`src/rtl/fetch_ctrl.sv`:
```
// fetch_ctrl: instruction-fetch sequencer.
// Owns the PC and issues one read per cycle to a synchronous instruction
// memory with a fixed 1-cycle latency. Each returned word is presented to
// decode with its PC over a valid/ready handshake. The block also handles
// back-pressure, branch/jump redirects and halt requests.
//
// Optional build macro: FETCH_SKID_EN
//   defined     - a one-entry skid register catches a word that decode cannot
//                 take, so fetch resumes without a replay bubble.
//   not defined - a word that cannot be taken is dropped and its address is
//                 fetched again (replay).
//
// state | meaning
// ------+--------------------------------------------------------------
// RUN   | issuing one read per cycle, PC advancing by PC_STEP
// STALL | output blocked by decode; no new reads issued
// HALT  | halt requested; no new reads, an in-flight read still lands

module fetch_ctrl #(
    parameter logic [31:0] RESET_PC = 32'h0000_0000,
    parameter logic [31:0] PC_STEP  = 32'd4
) (
    input  logic        clk,
    input  logic        rst,
    output logic [31:0] mem_addr,
    output logic        mem_en,
    input  logic [31:0] mem_rdata,
    input  logic        redirect_valid,
    input  logic [31:0] redirect_pc,
    input  logic        halt_req,
    output logic        inst_valid,
    input  logic        inst_ready,
    output logic [31:0] inst_out,
    output logic [31:0] pc_out,
    output logic        halted
);

    localparam logic [1:0] ST_RUN   = 2'd0;
    localparam logic [1:0] ST_STALL = 2'd1;
    localparam logic [1:0] ST_HALT  = 2'd2;

    logic [1:0]  state;
    logic [1:0]  state_nxt;
    logic [31:0] pc;
    logic [31:0] pc_nxt;
    logic        inflight;
    logic [31:0] tag;
    logic        can_accept;
    logic        land_ok;
    logic        land_blocked;
    logic        issue;
    logic        skid_valid;

`ifdef FETCH_SKID_EN
    logic [31:0] skid_inst;
    logic [31:0] skid_pc;
`else
    assign skid_valid = 1'b0;
`endif

    assign mem_addr = pc;

    // Qualifiers for the word coming back from memory this cycle.
    always_comb begin
        can_accept   = !inst_valid || inst_ready;
        land_ok      = inflight && can_accept;
        land_blocked = inflight && !can_accept;
    end

    // Issue decision. A blocked landing suppresses the issue so that at most
    // one word is ever waiting outside the output register. A full skid only
    // issues in the cycle it drains, which keeps the resume free of bubbles.
    always_comb begin
        issue = 1'b0;
        if (!halt_req) begin
            if (skid_valid) begin
                issue = (state != ST_HALT) && can_accept;
            end else begin
                issue = (state == ST_RUN) && !land_blocked;
            end
        end
        mem_en = issue && !rst;
    end

    // Next PC: sequential advance on issue; replay rewinds to a dropped word.
    always_comb begin
        pc_nxt = pc;
        if (issue) begin
            pc_nxt = pc + PC_STEP;
        end
`ifdef FETCH_SKID_EN
        // The skid keeps the blocked word, so the PC never moves backwards.
`else
        if (land_blocked) begin
            pc_nxt = tag;
        end
`endif
    end

    // Next state. A halt request overrides everything except redirect/reset.
    always_comb begin
        state_nxt = state;
        if (halt_req) begin
            state_nxt = ST_HALT;
        end else begin
            case (state)
                ST_RUN: begin
                    if (land_blocked || (skid_valid && !can_accept)) begin
                        state_nxt = ST_STALL;
                    end
                end
                ST_STALL: begin
                    if (can_accept) begin
                        state_nxt = ST_RUN;
                    end
                end
                ST_HALT: begin
                    state_nxt = ST_RUN;
                end
                default: begin
                    state_nxt = ST_RUN;
                end
            endcase
        end
    end

    // Sequencer registers: state, PC, in-flight tracking and halt status.
    always_ff @(posedge clk) begin
        if (rst) begin
            state    <= ST_RUN;
            pc       <= RESET_PC;
            inflight <= 1'b0;
            tag      <= 32'h0;
            halted   <= 1'b0;
        end else if (redirect_valid) begin
            state    <= halt_req ? ST_HALT : ST_RUN;
            pc       <= redirect_pc & 32'hFFFF_FFFC;
            inflight <= 1'b0;
            halted   <= halt_req;
        end else begin
            state    <= state_nxt;
            pc       <= pc_nxt;
            inflight <= issue;
            if (issue) begin
                tag <= pc;
            end
            halted   <= (state_nxt == ST_HALT) && !issue;
        end
    end

    // Output register toward decode; the skid always drains ahead of memory.
    always_ff @(posedge clk) begin
        if (rst) begin
            inst_valid <= 1'b0;
            inst_out   <= 32'h0;
            pc_out     <= 32'h0;
        end else if (redirect_valid) begin
            inst_valid <= 1'b0;
        end else if (can_accept) begin
`ifdef FETCH_SKID_EN
            if (skid_valid) begin
                inst_valid <= 1'b1;
                inst_out   <= skid_inst;
                pc_out     <= skid_pc;
            end else if (land_ok) begin
`else
            if (land_ok) begin
`endif
                inst_valid <= 1'b1;
                inst_out   <= mem_rdata;
                pc_out     <= tag;
            end else begin
                inst_valid <= 1'b0;
            end
        end
    end

`ifdef FETCH_SKID_EN
    // Skid entry: catches a landing word that decode cannot take this cycle.
    always_ff @(posedge clk) begin
        if (rst) begin
            skid_valid <= 1'b0;
            skid_inst  <= 32'h0;
            skid_pc    <= 32'h0;
        end else if (redirect_valid) begin
            skid_valid <= 1'b0;
        end else if (skid_valid && can_accept) begin
            skid_valid <= 1'b0;
        end else if (land_blocked) begin
            skid_valid <= 1'b1;
            skid_inst  <= mem_rdata;
            skid_pc    <= tag;
        end
    end
`endif

endmodule

```
`config.mk`:
```
export PLATFORM = sky130hd
export DESIGN_NAME = fetch_ctrl
export DESIGN_NICKNAME = d
export VERILOG_FILES = /design/src/rtl/fetch_ctrl.sv
export SDC_FILE = /design/constraint.sdc
export NUM_CORES = 1
export LEC_CHECK = 0
export ABC_AREA = 0
export CORE_MARGIN = 10
export CORE_UTILIZATION = 47
export DETAILED_ROUTE_END_ITERATION = 12
export MAX_ROUTING_LAYER = met4
export PLACE_DENSITY = 0.89
export RECOVER_POWER = 100
export SKIP_CTS_REPAIR_TIMING = 1
export SYNTH_ARGS = -nofsm -noshare
export SYNTH_HDL_FRONTEND = slang
export SYNTH_SLANG_ARGS = --single-unit
```
`constraint.sdc`:
```
create_clock -name clk -period 2 [get_ports clk]
set_input_delay 0.2 -clock clk [delete_from_list [all_inputs] [get_ports clk]]
set_output_delay 0.2 -clock clk [all_outputs]
set_load 0.01 [all_outputs]
```
# --- Word-level counts from Yosys, hierarchy flattened ---
# Index checks and enable logic that the tools add are counted.
totals:
  register_bits: 133
  input_bits: 69
  output_inout_bits: 99
  wordCells: 42
classes:
  n_addsub: 1
  eq_ne: 2
  n_mux: 12
  bitwise: 1
  reduce_logical: 17
ops:
  columns: ["operator", "count"]
  rows:
  - ["$mux W32", 3]
  - ["$add A32 B3 Y32 const B", 1]
  - ["$mux W2", 5]
  - ["$logic_and A1 B1 Y1", 5]
  - ["$logic_not A1 Y1", 5]
  - ["$pmux W2 S2", 1]
  - ["$mux W1", 3]
  - ["$reduce_and A3 Y1", 1]
  - ["$reduce_bool A3 Y1", 1]
  - ["$eq A2 B1 Y1 const B", 1]
  - ["$eq A2 B2 Y1 const B", 1]
  - ["$logic_not A2 Y1", 1]
  - ["$reduce_and A2 Y1", 1]
  - ["$reduce_bool A2 Y1", 1]
  - ["$reduce_or A2 Y1", 1]
  - ["$logic_or A1 B1 Y1", 1]
  - ["$not A1 Y1", 1]

# --- Longest topological paths before layout ---
logic_depth:
  word_depth: 10
  ltp_mapped: 7

# --- Least setup slack after synthesis ---
# Ideal clock, no wire load.
synth_path:
  kind: "register to register"
  start: "reg pc[6], in the netlist mem_addr[6]"
  end: "reg pc[25], in the netlist mem_addr[25]"
  setup_time_ps: 103
  t_arrival_ps: 1653
  required_ps: 1897
  setup_slack_ps: 243
  path_stages_with_launch: 7
  path_buffers: 1
  cell_sequence: "dfxtp_1 > buf_2 > and4_2 > nand2_1 > a2111oi_4 > xnor2_1 > a2111oi_2"
synth_between:
  elab_chain_cells: 4
synth_lines:
  columns: ["element", "line", "source"]
  rows:
  - ["start, declared", "44", "logic [31:0] pc;"]
  - ["start signal, assigned", "137", "pc <= redirect_pc & 32'hFFFF_FFFC;"]
  - ["start signal, assigned", "142", "pc <= pc_nxt;"]
  - ["$add A32 B3 Y32", "89", "pc_nxt = pc + PC_STEP;"]
  - ["$mux W32", "88", "if (issue) begin"]
  - ["$mux W32", "94", "if (land_blocked) begin"]
  - ["$mux W32", "135", "end else if (redirect_valid) begin"]
# No other way between the ends. The select of a mux whose other input is x is not followed.
# A chain may end at the register's enable or synchronous reset.

# --- Final worst setup path ---
layout_path:
  start: "reg pc[19], in the netlist mem_addr[19]"
  end: "reg pc[25], in the netlist mem_addr[25]"
# Same word-level chain as after synthesis.

==> flow_summary.html <==
<table>
<tr><th>Metric</th><th>Value</th></tr>
<tr><th colspan="2">Logic synthesis</th></tr>
<tr><td>Part of the Yosys area used for sequential elements</td><td>0.4676</td></tr>
<tr><td>Main combinational cell family by area after synthesis</td><td>simple AND/OR/NAND/NOR gates</td></tr>
<tr><td>EDFF count, synth</td><td>0</td></tr>
<tr><td>Cell types occupying the most area after synthesis</td><td>dfxtp_1 (47%), nand2_1 (12%), a21oi_1 (9.7%)</td></tr>
<tr><td>Share of flip-flops with an asynchronous set or reset</td><td>0</td></tr>
<tr><td>XOR/XNOR share of the synthesized area</td><td>0.02615</td></tr>
<tr><td>Yosys warns</td><td>0</td></tr>
<tr><td>Synth Area in Adders</td><td>0.002197</td></tr>
<tr><td>Average cell area after synthesis</td><td>7.790 µm²</td></tr>
<tr><td>Count of distinct cell types in the synthesized netlist</td><td>56</td></tr>
<tr><td>Share of the synthesized area in compound gates (AO/OA/AOI/OAI)</td><td>0.1927</td></tr>
<tr><td>Register bit total from synthesis</td><td>133</td></tr>
<tr><td>Area of the mapped netlist</td><td>5694 µm²</td></tr>
<tr><td>Syn_nets</td><td>801</td></tr>
<tr><td>Post-synth top area cell</td><td>dfxtp_1</td></tr>
<tr><td>Share of cell area taken by muxes after synthesis</td><td>0.008789</td></tr>
<tr><td>Primary flip-flop cell chosen by synthesis mapping</td><td>dfxtp_1</td></tr>
<tr><td>Share of Yosys cell area claimed by the top area cell type</td><td>0.4676</td></tr>
<tr><td>Area fraction in and, or, nand and nor cells after synthesis</td><td>0.2586</td></tr>
<tr><td>Number of instances in the synthesized netlist</td><td>731</td></tr>
<tr><th colspan="2">Critical path</th></tr>
<tr><td>FF-to-FF path depth</td><td>5</td></tr>
<tr><td>Sort of element at the start of the critical path</td><td>flip-flop</td></tr>
<tr><td>CP Data Arrival Time</td><td>2.19 ns</td></tr>
<tr><td>Data required time at the worst endpoint</td><td>2.32 ns</td></tr>
<tr><td>Kind of critical path</td><td>flip-flop to flip-flop</td></tr>
<tr><td>Worst Setup End Kind</td><td>flip-flop</td></tr>
<tr><td>Register-to-register path setup slack</td><td>0.13 ns</td></tr>
<tr><td>Max Fanout on Critical Path</td><td>6</td></tr>
<tr><th colspan="2">Clock network</th></tr>
<tr><td>Buffer levels on the longest clock path</td><td>2</td></tr>
<tr><td>Clock latency on the worst-skew pair</td><td>0.42 ns</td></tr>
<tr><td>Number of sinks on the clock net</td><td>133</td></tr>
<tr><td>H-tree lvl count</td><td>4</td></tr>
<tr><td>CTS clk-pin slew, worst paths</td><td>0.06 ns</td></tr>
<tr><td>TritonCTS clock tree</td><td>done</td></tr>
<tr><td>Root buffer selected by CTS</td><td>clkbuf_16</td></tr>
<tr><td>Number of buffers inserted during clock tree synthesis</td><td>17</td></tr>
<tr><th colspan="2">Final layout</th></tr>
<tr><td>Layout area overhead</td><td>46.39%</td></tr>
<tr><td>Count of filler cells inserted in the layout</td><td>933</td></tr>
<tr><td>Ratio of cells with drive above 1 in the final layout</td><td>0.1079</td></tr>
<tr><td>Layout Utilization</td><td>0.6969</td></tr>
<tr><td>Number of nets in the final layout</td><td>993</td></tr>
<tr><th colspan="2">STA</th></tr>
<tr><td>Setup total negative slack</td><td>0 ns</td></tr>
<tr><td>RSZ-0062 raised after global routing</td><td>no</td></tr>
<tr><td>Slew margin rel.</td><td>0.6313</td></tr>
<tr><td>Clock skew</td><td>0.006761 ns</td></tr>
<tr><td>Highest clock rate</td><td>0.5356 GHz</td></tr>
<tr><td>Clock period minus final worst setup slack</td><td>1.867 ns</td></tr>
<tr><td>Final critical-path share of the clock period</td><td>0.9335</td></tr>
<tr><td>Final number of max-transition violations</td><td>0</td></tr>
<tr><td>Slew at the pin with the worst max-slew slack</td><td>0.5525 ns</td></tr>
<tr><td>Setup ws final</td><td>0.1330 ns</td></tr>
<tr><td>Final setup violation count</td><td>0</td></tr>
<tr><td>Hold violation count in the final report</td><td>0</td></tr>
<tr><th colspan="2">Route</th></tr>
<tr><td>Number of DRC markers in iteration 0</td><td>724</td></tr>
<tr><td>Final routed wirelength across all metal layers</td><td>19280 µm</td></tr>
<tr><td>Per-cell routed wire length</td><td>17.78 µm</td></tr>
<tr><td>Post-detailed-route DRC marker count</td><td>0</td></tr>
<tr><td>Number of nets with antenna violations after routing</td><td>0</td></tr>
<tr><td>Pre-Repair DR Iteration Count</td><td>5</td></tr>
<tr><td>Vias after detailed routing</td><td>6109</td></tr>
<tr><td>Via-to-Cell Ratio</td><td>5.636</td></tr>
<tr><th colspan="2">Floorplanning</th></tr>
<tr><td>Chip width</td><td>130.1 µm</td></tr>
<tr><td>Effective utilization at floorplan</td><td>0.4760</td></tr>
<tr><td>Count of standard-cell rows</td><td>40</td></tr>
<tr><td>Die H</td><td>130.1 µm</td></tr>
<tr><td>I/O pins</td><td>168</td></tr>
<tr><td>Core Area</td><td>11960 µm²</td></tr>
<tr><td>Total Die Area</td><td>16920 µm²</td></tr>
<tr><th colspan="2">Flow run</th></tr>
<tr><td>Number of max-capacitance violations reported</td><td>0</td></tr>
<tr><th colspan="2">Placement</th></tr>
<tr><td>Routability congestion estimate</td><td>0.9246</td></tr>
<tr><td>DPL Wire Length</td><td>13780 µm</td></tr>
<tr><td>Count of buffers from port buffering</td><td>165</td></tr>
<tr><td>Worst setup slack after placement</td><td>-0.06641 ns</td></tr>
<tr><th colspan="2">Power and ir drop</th></tr>
<tr><td>Power per unit of standard cell area</td><td>810.0 nW/µm²</td></tr>
<tr><td>P_leak</td><td>0.003350 µW</td></tr>
<tr><td>Final Total Pwr</td><td>6752 µW</td></tr>
<tr><td>Max rail drop VDD</td><td>0.4576 mV</td></tr>
<tr><th colspan="2">Global routing</th></tr>
<tr><td>First-pass GRT wire length</td><td>30150 µm</td></tr>
<tr><td>Overall fraction of global-route tracks in use</td><td>0.2294</td></tr>
<tr><td>Global-route congestion overflow total</td><td>0</td></tr>
<tr><td>Via count of the first global-routing pass</td><td>5884</td></tr>
<tr><td>Largest net degree at the start of global routing</td><td>50</td></tr>
<tr><td>Initial antenna violation count</td><td>1</td></tr>
<tr><th colspan="2">Min path</th></tr>
<tr><td>HP Class</td><td>input port to flip-flop</td></tr>
<tr><td>Number of instances on the worst hold path</td><td>2</td></tr>
<tr><th colspan="2">Outcome</th></tr>
<tr><td>Result of the run</td><td>finished clean</td></tr>
</table>
[sequential cells by signal, summed over array words and instances (netlist names), named ones only]
name	cells
state	2
mem_addr	30
inst_out	32
inst_valid	1
halted	1
pc_out	32
inflight	1
tag	32
[cell families (layout without fill, tap and decap cells)]
family,Yosys count,after routing
flip-flops,133,133
adder cells (fa/ha/maj),1,1
AND/OR/NAND/NOR,335,335
other,0,1
XOR/XNOR,17,17
AO/OA/AOI/OAI,181,181
buffers and inverters,59,264
multiplexers,5,5
[critical path, stage by stage, from the launching register on]
cell,delay [ns]
dfxtp_1,0.45
and4_2,0.34
nand3_1,0.20
a2111oi_2,0.31
xnor2_1,0.13
a2111oi_2,0.34
[stage by stage]
step	std cells	hold slack (ns)	instance area, µm²
2_1_floorplan	731	0.2774	5694
3_5_place_dp	1051	0.4456	7799
4_1_cts	1083	0.1787	8399
3_3_place_gp	1051	0.4309	7799
6_report	1084	0.1940	8335
5_1_grt	1084	0.1934	8335
[layout make-up]
class | count | area, µm² | area share
antenna | 1 | 2.502 | 0.0003002
clock buffer | 19 | 442.9 | 0.05314
clock inverter | 13 | 157.7 | 0.01891
inverter | 5 | 18.77 | 0.002252
multi-input combinational | 539 | 2780 | 0.3335
sequential | 133 | 2665 | 0.3197
tap | 147 | 183.9 | 0.02207
timing repair buffer | 227 | 2085 | 0.2501
[placed cells by master, fill, tap and decap left out, types with 3 or more instances in the layout]
master | Yosys | routed
clkbuf_16 | 0 | 17
o22ai_1 | 5 | 5
clkinvlp_4 | 0 | 4
inv_1 | 4 | 4
a2111oi_2 | 2 | 3
and4_2 | 2 | 3
a2111oi_0 | 5 | 5
nand4_1 | 11 | 11
clkbuf_1 | 40 | 11
dfxtp_1 | 133 | 131
or3_1 | 5 | 5
a31oi_1 | 5 | 5
nand3b_1 | 3 | 3
xor2_1 | 9 | 9
nor3_1 | 20 | 19
mux2i_1 | 5 | 5
and3_1 | 7 | 7
and2_1 | 6 | 6
dlygate4sd3_1 | 0 | 99
a211oi_1 | 9 | 9
a221o_1 | 3 | 3
o211ai_1 | 5 | 5
nor4_1 | 5 | 5
a221oi_1 | 3 | 3
o21ai_0 | 16 | 16
nor2b_1 | 3 | 3
a21oi_1 | 110 | 110
bufinv_16 | 0 | 3
clkinv_2 | 0 | 4
clkbuf_2 | 0 | 4
clkdlybuf4s50_1 | 0 | 63
nand3_1 | 15 | 15
o21a_1 | 3 | 3
nand2_1 | 183 | 183
xnor2_1 | 8 | 8
buf_4 | 0 | 46
nor2_1 | 64 | 64
[synth_stat cells, types with 3 or more instances]
| library cell | n |
|---|---|
| a31oi_1 | 5 |
| buf_2 | 6 |
| and3_1 | 7 |
| a221o_1 | 3 |
| nand4_1 | 11 |
| buf_1 | 5 |
| xnor2_1 | 8 |
| nand2_1 | 183 |
| o211ai_1 | 5 |
| nor2b_1 | 3 |
| a2111oi_0 | 5 |
| mux2i_1 | 5 |
| clkbuf_1 | 40 |
| nor3_1 | 20 |
| or3_1 | 5 |
| dfxtp_1 | 133 |
| nor4_1 | 5 |
| a21oi_1 | 110 |
| nand3_1 | 15 |
| xor2_1 | 9 |
| and2_1 | 6 |
| o21ai_0 | 16 |
| nor2_1 | 64 |
| o21a_1 | 3 |
| a221oi_1 | 3 |
| nand3b_1 | 3 |
| a211oi_1 | 9 |
| inv_1 | 4 |
| o22ai_1 | 5 |
[power breakdown]
group / internal, µW / switching (µW) / leakage (µW)
sequential: 2760 / 93.5 / 0.00109
clock: 1980 / 1170 / 0.000285
combinational: 372 / 377 / 0.00198
total: 5120 / 1640 / 0.00335
[worst paths after layout]
check | start | endpoint
worst max-delay path | mem_addr[19] | mem_addr[25]
worst min-delay path | rst | inst_out[10]
worst max register to register | mem_addr[19] | mem_addr[25]
worst min register to register | state[1] | state[0]
[metal layers]
| metal | up-vias | part of all wire | GRT usage |
|---|---|---|---|
| met3 | 35 | 0.097 | 0.07140 |
| li1 | 2919 | - | - |
| met4 | 0 | 0.018 | 0.07870 |
| met5 | - | 0 | - |
| met2 | 309 | 0.49 | 0.3634 |
| met1 | 2846 | 0.39 | 0.2709 |
No activity file was read; power rests on OpenSTA's default activity.
